===== config.mk =====
export PLATFORM = sky130hd
export DESIGN_NAME = booth_seq_arbiter
export DESIGN_NICKNAME = d
export VERILOG_FILES = /design/src/rtl/booth_seq_arbiter.sv
export SDC_FILE = /design/constraint.sdc
export NUM_CORES = 1
export LEC_CHECK = 0
export BUFFER_PORTS_ARGS = -buffer_cell sky130_fd_sc_hd__buf_2
export CAP_MARGIN = 20
export CELL_PAD_IN_SITES_DETAIL_PLACEMENT = 0
export CELL_PAD_IN_SITES_GLOBAL_PLACEMENT = 1
export CORE_MARGIN = 3
export CORE_UTILIZATION = 42
export CTS_BUF_LIST = sky130_fd_sc_hd__clkbuf_8
export DETAILED_ROUTE_END_ITERATION = 10
export HOLD_SLACK_MARGIN = 0.02
export PLACE_DENSITY = 0.93
export SETUP_SLACK_MARGIN = 0.1
export SYNTH_ARGS = -nofsm -noshare
export SYNTH_HDL_FRONTEND = slang
export SYNTH_SLANG_ARGS = --single-unit

===== constraint.sdc =====
create_clock -name clk -period 2.7 [get_ports clk]
set_input_delay 0.54 -clock clk [delete_from_list [all_inputs] [get_ports clk]]
set_output_delay 0.54 -clock clk [all_outputs]
set_load 0.02 [all_outputs]

===== src/rtl/booth_seq_arbiter.sv =====
// booth_seq_arbiter: round-robin shared radix-2 Booth sequential multiplier with sign/magnitude result
module booth_seq_arbiter #(
  parameter int WIDTH = 4
) (
  input  logic                    clk,
  input  logic                    rst,
  input  logic [1:0]              req,
  input  logic [WIDTH-1:0]        m0,
  input  logic [WIDTH-1:0]        q0,
  input  logic [WIDTH-1:0]        m1,
  input  logic [WIDTH-1:0]        q1,
  output logic [1:0]              gnt,
  output logic                    busy,
  output logic                    done,
  output logic                    done_id,
  output logic [2*WIDTH-1:0]      product,
  output logic                    neg,
  output logic [2*WIDTH-1:0]      mag
);
  typedef enum logic [1:0] {IDLE, ITER, DONE} state_t;
  localparam int CW = $clog2(WIDTH + 1);
  localparam logic [CW-1:0] LAST_STEP = CW'(WIDTH - 1);
  state_t state, state_nxt;
  logic [WIDTH:0] a, m, sum, a_nxt;
  logic [WIDTH-1:0] q, q_nxt;
  logic r, last, id, pick;
  logic [CW-1:0] cnt;
  logic [2*WIDTH-1:0] prod_nxt;
  always_comb begin
    pick = (&req) ? ~last : req[1];
    gnt = (state == IDLE && |req && !rst) ? (pick ? 2'b10 : 2'b01) : 2'b00;
    busy = state != IDLE;
    done = state == DONE;
    sum = ({q[0], r} == 2'b10) ? a - m : ({q[0], r} == 2'b01) ? a + m : a;
    a_nxt = {sum[WIDTH], sum[WIDTH:1]};
    q_nxt = {sum[0], q[WIDTH-1:1]};
    prod_nxt = {a_nxt[WIDTH-1:0], q_nxt};
    state_nxt = (state == IDLE) ? (|req ? ITER : IDLE) :
                (state == ITER) ? (cnt == LAST_STEP ? DONE : ITER) : IDLE;
  end
  always_ff @(posedge clk) begin
    if (rst) begin
      state <= IDLE;
      last <= 1'b1;
      id <= 1'b0;
      a <= '0;
      m <= '0;
      q <= '0;
      r <= 1'b0;
      cnt <= '0;
      done_id <= 1'b0;
      product <= '0;
      neg <= 1'b0;
      mag <= '0;
    end else begin
      state <= state_nxt;
      if (state == IDLE && |req) begin
        m <= pick ? {m1[WIDTH-1], m1} : {m0[WIDTH-1], m0};
        q <= pick ? q1 : q0;
        a <= '0;
        r <= 1'b0;
        cnt <= '0;
        last <= pick;
        id <= pick;
      end else if (state == ITER) begin
        a <= a_nxt;
        q <= q_nxt;
        r <= q[0];
        cnt <= cnt + CW'(1);
        // results register on the final step so they are already valid in DONE
        if (cnt == LAST_STEP) begin
          product <= prod_nxt;
          neg <= prod_nxt[2*WIDTH-1];
          mag <= prod_nxt[2*WIDTH-1] ? -prod_nxt : prod_nxt;
          done_id <= id;
        end
      end
    end
  end
endmodule


# Word level (Yosys, flattened, before mapping)
# Index checks and enable logic that the tools add are counted.
# totals
output_inout_bits	22
inputBits	20
ff_bits	39
word_cells	47
# op_classes
bitwise	2
eq_ne	5
n_addsub	4
n_mux	14
reduce_logical	10
# op_table
operator	count
$mux 5	3
$mux 4	3
$mux 2	5
$mux 8	1
$neg 8->8	1
$add 5x5->5	1
$sub 5x5->5	1
$eq 2x1->1 const B	2
$eq 2x2->1 const B	2
$reduce_bool 2->1	2
$reduce_or 2->1	2
$add 3x1->3 const B	1
$eq 3x2->1 const B	1
$reduce_and 3->1	1
$logic_and 1x1->1	2
$logic_not 2->1	1
$mux 1	2
$not 1->1	2
$reduce_and 2->1	1
$logic_not 1->1	1

# Longest topological paths before layout
# logic_depth
ltp_word	5
ltp_mapped	10
mapped_depth_nobuf	9

# Worst setup path before layout
# OpenSTA, ideal clock, no wires.
# synth_path
path_kind	register to output
start	register state[0]
end	output port gnt[1]
arrival_time_ns	1.749
path_slack_ns	0.411
n_path_buf	1
t_required_ns	2.160
stages_incl_launch_ff	5
path_cell_list	dfxtp_1 > or2_2 > or2_2 > clkbuf_1 > nor3b_1
# synth_between
elab_chain_cells	4
# synth_rtl
element	line_no	text
from (decl)	23	state_t state, state_nxt;
from (signal assigned)	56	state <= state_nxt;
$logic_not 2->1	31	gnt = (state == IDLE && |req && !rst) ? (pick ? 2'b10 : 2'b01) : 2'b00;
$logic_and 1x1->1 (2 in series)	31	
$mux 2	31	
to (decl)	12	output logic [1:0] gnt,
# Every way passes these cells.

# Worst setup path in the final report
# layout_path
start	register a[0]
end	register mag[6]
# layout_between
elab_chain_cells	5
elab_cells_between_ends	6
classes_between	3 x add/sub; 3 x mux
# layout_rtl
element	line_no	text
from (decl)	24	logic [WIDTH:0] a, m, sum, a_nxt;
from (signal assigned)	66	a <= a_nxt;
$add 5x5->5	34	sum = ({q[0], r} == 2'b10) ? a - m : ({q[0], r} == 2'b01) ? a + m : a;
$mux 5	34	
$mux 5 (*)	34	
$neg 8->8	74	mag <= prod_nxt[2*WIDTH-1] ? -prod_nxt : prod_nxt;
$mux 8 (*)	74	
to (signal assigned)	74	
to (decl)	18	output logic [2*WIDTH-1:0] mag
# Mark *: on every way between the ends. The rest lies on a longest branch, timed or not.
# A chain may end at the register's enable or synchronous reset.

==> impl_summary.log <==
[metrics] outcome: complete, no violations
[metrics] cell types occupying the most area after synthesis: dfxtp_1 35%, a211oi_1 7.0%, ha_1 6.7%
[metrics] total of buffers placed on input and output ports: 41
[metrics] peak fanout along the critical path: 11
[metrics] Detailed Routing Iterations Pass 1: 4
[metrics] overall die width: 75.81 µm
[metrics] number of design-rule violations left by the first detailed-router iteration: 80
[metrics] area enclosed by the die boundary: 5747 µm²
[metrics] setup TNS: 0 ns
[metrics] via count of the first global-routing pass: 1597
[metrics] most utilized layer in the global route result: met2
[metrics] slew of the pin with the lowest slew margin: 0.5664 ns
[metrics] Starting Density: 45.14%
[metrics] Post-synth top flop: dfxtp_1
[metrics] P&R area growth vs syn: 15.71%
[metrics] CTS H-Tree Depth: 2
[metrics] CTS root buffer: clkbuf_8
[metrics] # DRC: 0
[metrics] Yosys cell types: 40
[metrics] Total Wirelength: 4263 µm
[metrics] number of cells on the worst reg-to-reg path: 9
[metrics] worst max-slew margin expressed relative to the limit: 61.16%
[metrics] data required time of the worst path: 2.90 ns
[metrics] Pwr Density: 531.4 nW/µm²
[metrics] leakage power total: 0.9838 nW
[metrics] number of pins with negative max-slew slack in the final report: 0
[metrics] post-route clock period utilization: 89.39%
[metrics] number of flops mapped to enable cells by yosys: 0
[metrics] Core Area: 4534 µm²
[metrics] HPWL reported at the end of detailed placement: 3290 µm
[metrics] most frequent cells after synthesis: 36 x dfxtp_1, 30 x nor2_1, 29 x nand2_1
[metrics] Peak Freq: 414.3 MHz
[metrics] kind of end point of the critical path: flip-flop
[metrics] CTS tree: yes
[metrics] fraction of final layout cells with drive strength greater than 1: 24.45%
[metrics] met2 Track Usage GR: 25.95%
[metrics] maximum number of pins on one net before global-route repair: 31
[metrics] buffers inserted during post-CTS setup optimization: 0
[metrics] proportion of register bits with asynchronous set or reset after synthesis: 0%
[metrics] worst IR drop on VDD: 0.0004467 V
[metrics] global-route wire length before repair: 7293 µm
[metrics] summed instance area of the synthesized netlist: 2047 µm²
[metrics] average cell area after synthesis: 8.674 µm²
[metrics] overall die height: 75.81 µm
[metrics] RSZ-0062 raised after global routing: false
[metrics] clock buffer depth: 2
[metrics] WHS Path Cells: 2
[metrics] I/O pin count: 42
[metrics] global-route usage over all layers: 16.37%
[metrics] final number of hold-violating endpoints: 0
[metrics] net count reported at finish: 306
[metrics] gpl congestion: 0.9305
[metrics] crit path time final: 2.414 ns
[metrics] top-count cell post-synth: dfxtp_1
[metrics] grt total ovfl: 0
[metrics] initial antenna violation count: 0
[metrics] share of the synthesized area in the top cell type: 35.21%
[metrics] clock sink count: 36
[metrics] Std-Cell Rows: 24
[metrics] number of vias after detailed routing: 1707
[metrics] total of endpoints with negative setup slack in the final report: 0
[metrics] n_diodes: 0
[metrics] Vias/cell: 5.035
[metrics] path type of the worst min-delay path: flip-flop to flip-flop
[metrics] post-synthesis cell type with the largest combined area: dfxtp_1
[metrics] Worst Clk Skew: 0.003441 ns
[metrics] critical path startpoint category: flip-flop
[metrics] post-route total power: 1.259 mW
[metrics] clock input transition at the sequential cells of the worst setup and hold paths: 0.07 ns
[metrics] data arrival time at the worst-slack endpoint: 2.61 ns
[metrics] number of register bits inferred by synthesis: 36
[metrics] CTS Buf Count: 5
[metrics] met3 Track Usage GR: 4.090%
[metrics] clock latency reported for the late side of the worst-skew pair: 0.28 ns
[metrics] Yosys warning total: 0
[metrics] number of standard cells after synthesis: 236
[metrics] Post-DRT Antenna Nets: 0
[metrics] critical path start-end classification: flip-flop to flip-flop
[metrics] nets in the synthesized netlist: 269
[metrics] sequential area share after synthesis: 35.21%
[metrics] reported max-cap violation count: 0
[metrics] met1 Use GR: 22.35%
[metrics] final routed wire length divided by cell count: 12.58 µm
state kept, by name, summed over array words and instances, names as in the netlist:
name	count
mag	7
r	1
m	4
a	4
q	4
state	2
last	1
cnt	3
product	8
id	1
done_id	1
final timing paths:
check             slack (ns)                start                  end
setup / recovery        0.29    a[0]$_SDFFE_PP0P_  mag[6]$_SDFFE_PP0P_
hold / removal          0.45  mag[4]$_SDFFE_PP0P_  mag[4]$_SDFFE_PP0P_
setup reg to reg        0.29    a[0]$_SDFFE_PP0P_  mag[6]$_SDFFE_PP0P_
hold reg to reg         0.45  mag[4]$_SDFFE_PP0P_  mag[4]$_SDFFE_PP0P_
logic make-up (layout without fill, tap and decap cells):
logic type                 count (synthesis)  count (layout)  synth area share, %
AOI/OAI and AO/OA                         53              53                19.19
xor gates and xnor gates                  10              10                5.196
adders and majority gates                 13              13                8.680
buffers and inverters                     28              66                7.151
DFF                                       36              36                35.21
muxes                                      9               9                4.401
and+or+nand+nor                           87              87                20.17
where the power goes:
| group | internal (mW) | total, mW | leakage, nW | switching (mW) |
|---|---|---|---|---|
| Clock | 0.204 | 0.400 | 0.0486 | 0.196 |
| Sequential | 0.553 | 0.581 | 0.293 | 0.0277 |
| Combinational | 0.120 | 0.278 | 0.642 | 0.158 |
metal layers:
metal | share of wire [%] | vias to the layer above
met2 | 46 | 42
met5 | 0 | -
met4 | 1.3 | 0
met1 | 49 | 773
met3 | 4.5 | 6
li1 | - | 886
cell usage in the layout (no fill, tap or decap):
cell,netlist,routed
a31oi_2,1,1
nand3b_1,2,2
nand2_1,29,29
and2_0,1,1
a21boi_1,0,1
nand2b_1,4,4
a211oi_1,19,19
a21oi_1,16,16
xor2_1,3,3
inv_1,11,12
a311oi_1,2,2
or2_2,3,3
nor2b_4,2,2
and3_2,0,1
nor2b_1,5,5
nor3_1,4,4
nand4_1,1,1
ha_1,11,11
o21bai_1,1,1
or4_1,1,1
a2111o_1,1,1
xnor2_1,6,6
buf_4,2,6
nand3_1,1,1
a21o_1,1,1
clkbuf_8,0,6
clkinvlp_4,0,1
o2111ai_1,1,1
fa_1,2,2
xor2_4,1,1
or3_1,1,1
and2b_2,1,1
a32oi_1,2,2
a221oi_2,4,4
nor3b_1,1,1
buf_2,3,41
nor2_1,30,30
mux2i_1,9,9
o21ai_0,4,4
dfxtp_1,36,36
critical path, stage by stage (launching register included):
cell and delay, ns:
dfxtp_1 0.38, ha_1 0.21, inv_1 0.06, fa_1 0.39, or2_2 0.28, a32oi_1 0.20, and3_2 0.33, o21bai_1 0.16
xor2_1 0.09, a211oi_1 0.23
timing repair:
| action | in CTS | in global routing |
|---|---|---|
| setup endpoints to repair | 0 | 4 |
| gates resized for setup | 0 | 1 |
| hold buffers | 0 | 0 |
per-stage QoR:
step                utilization, %  hold slack, ns  setup slack [ns]  std cells  instance area (µm²)
floorplan                        -          0.4264            0.4109        236                 2047
global placement             50.14          0.4399            0.2828        331                 2273
detailed placement           50.14          0.4447            0.1928        331                 2273
CTS                          52.21          0.4563            0.1740        339                 2367
global route                 52.24          0.4701            0.1171        339                 2369
finish                       52.24          0.4529            0.2865        339                 2369
final cells by class:
cell class / instances / area, µm²
Fill cell: 453 / 2166
Inverter: 11 / 41.29
Clock buffer: 6 / 82.58
Multi-Input combinational cell: 172 / 1181
Sequential cell: 36 / 720.7
Clock inverter: 2 / 11.26
Tap cell: 65 / 81.33
Timing Repair Buffer: 47 / 250.2
Note: power is estimated with default switching activity, not from simulation.
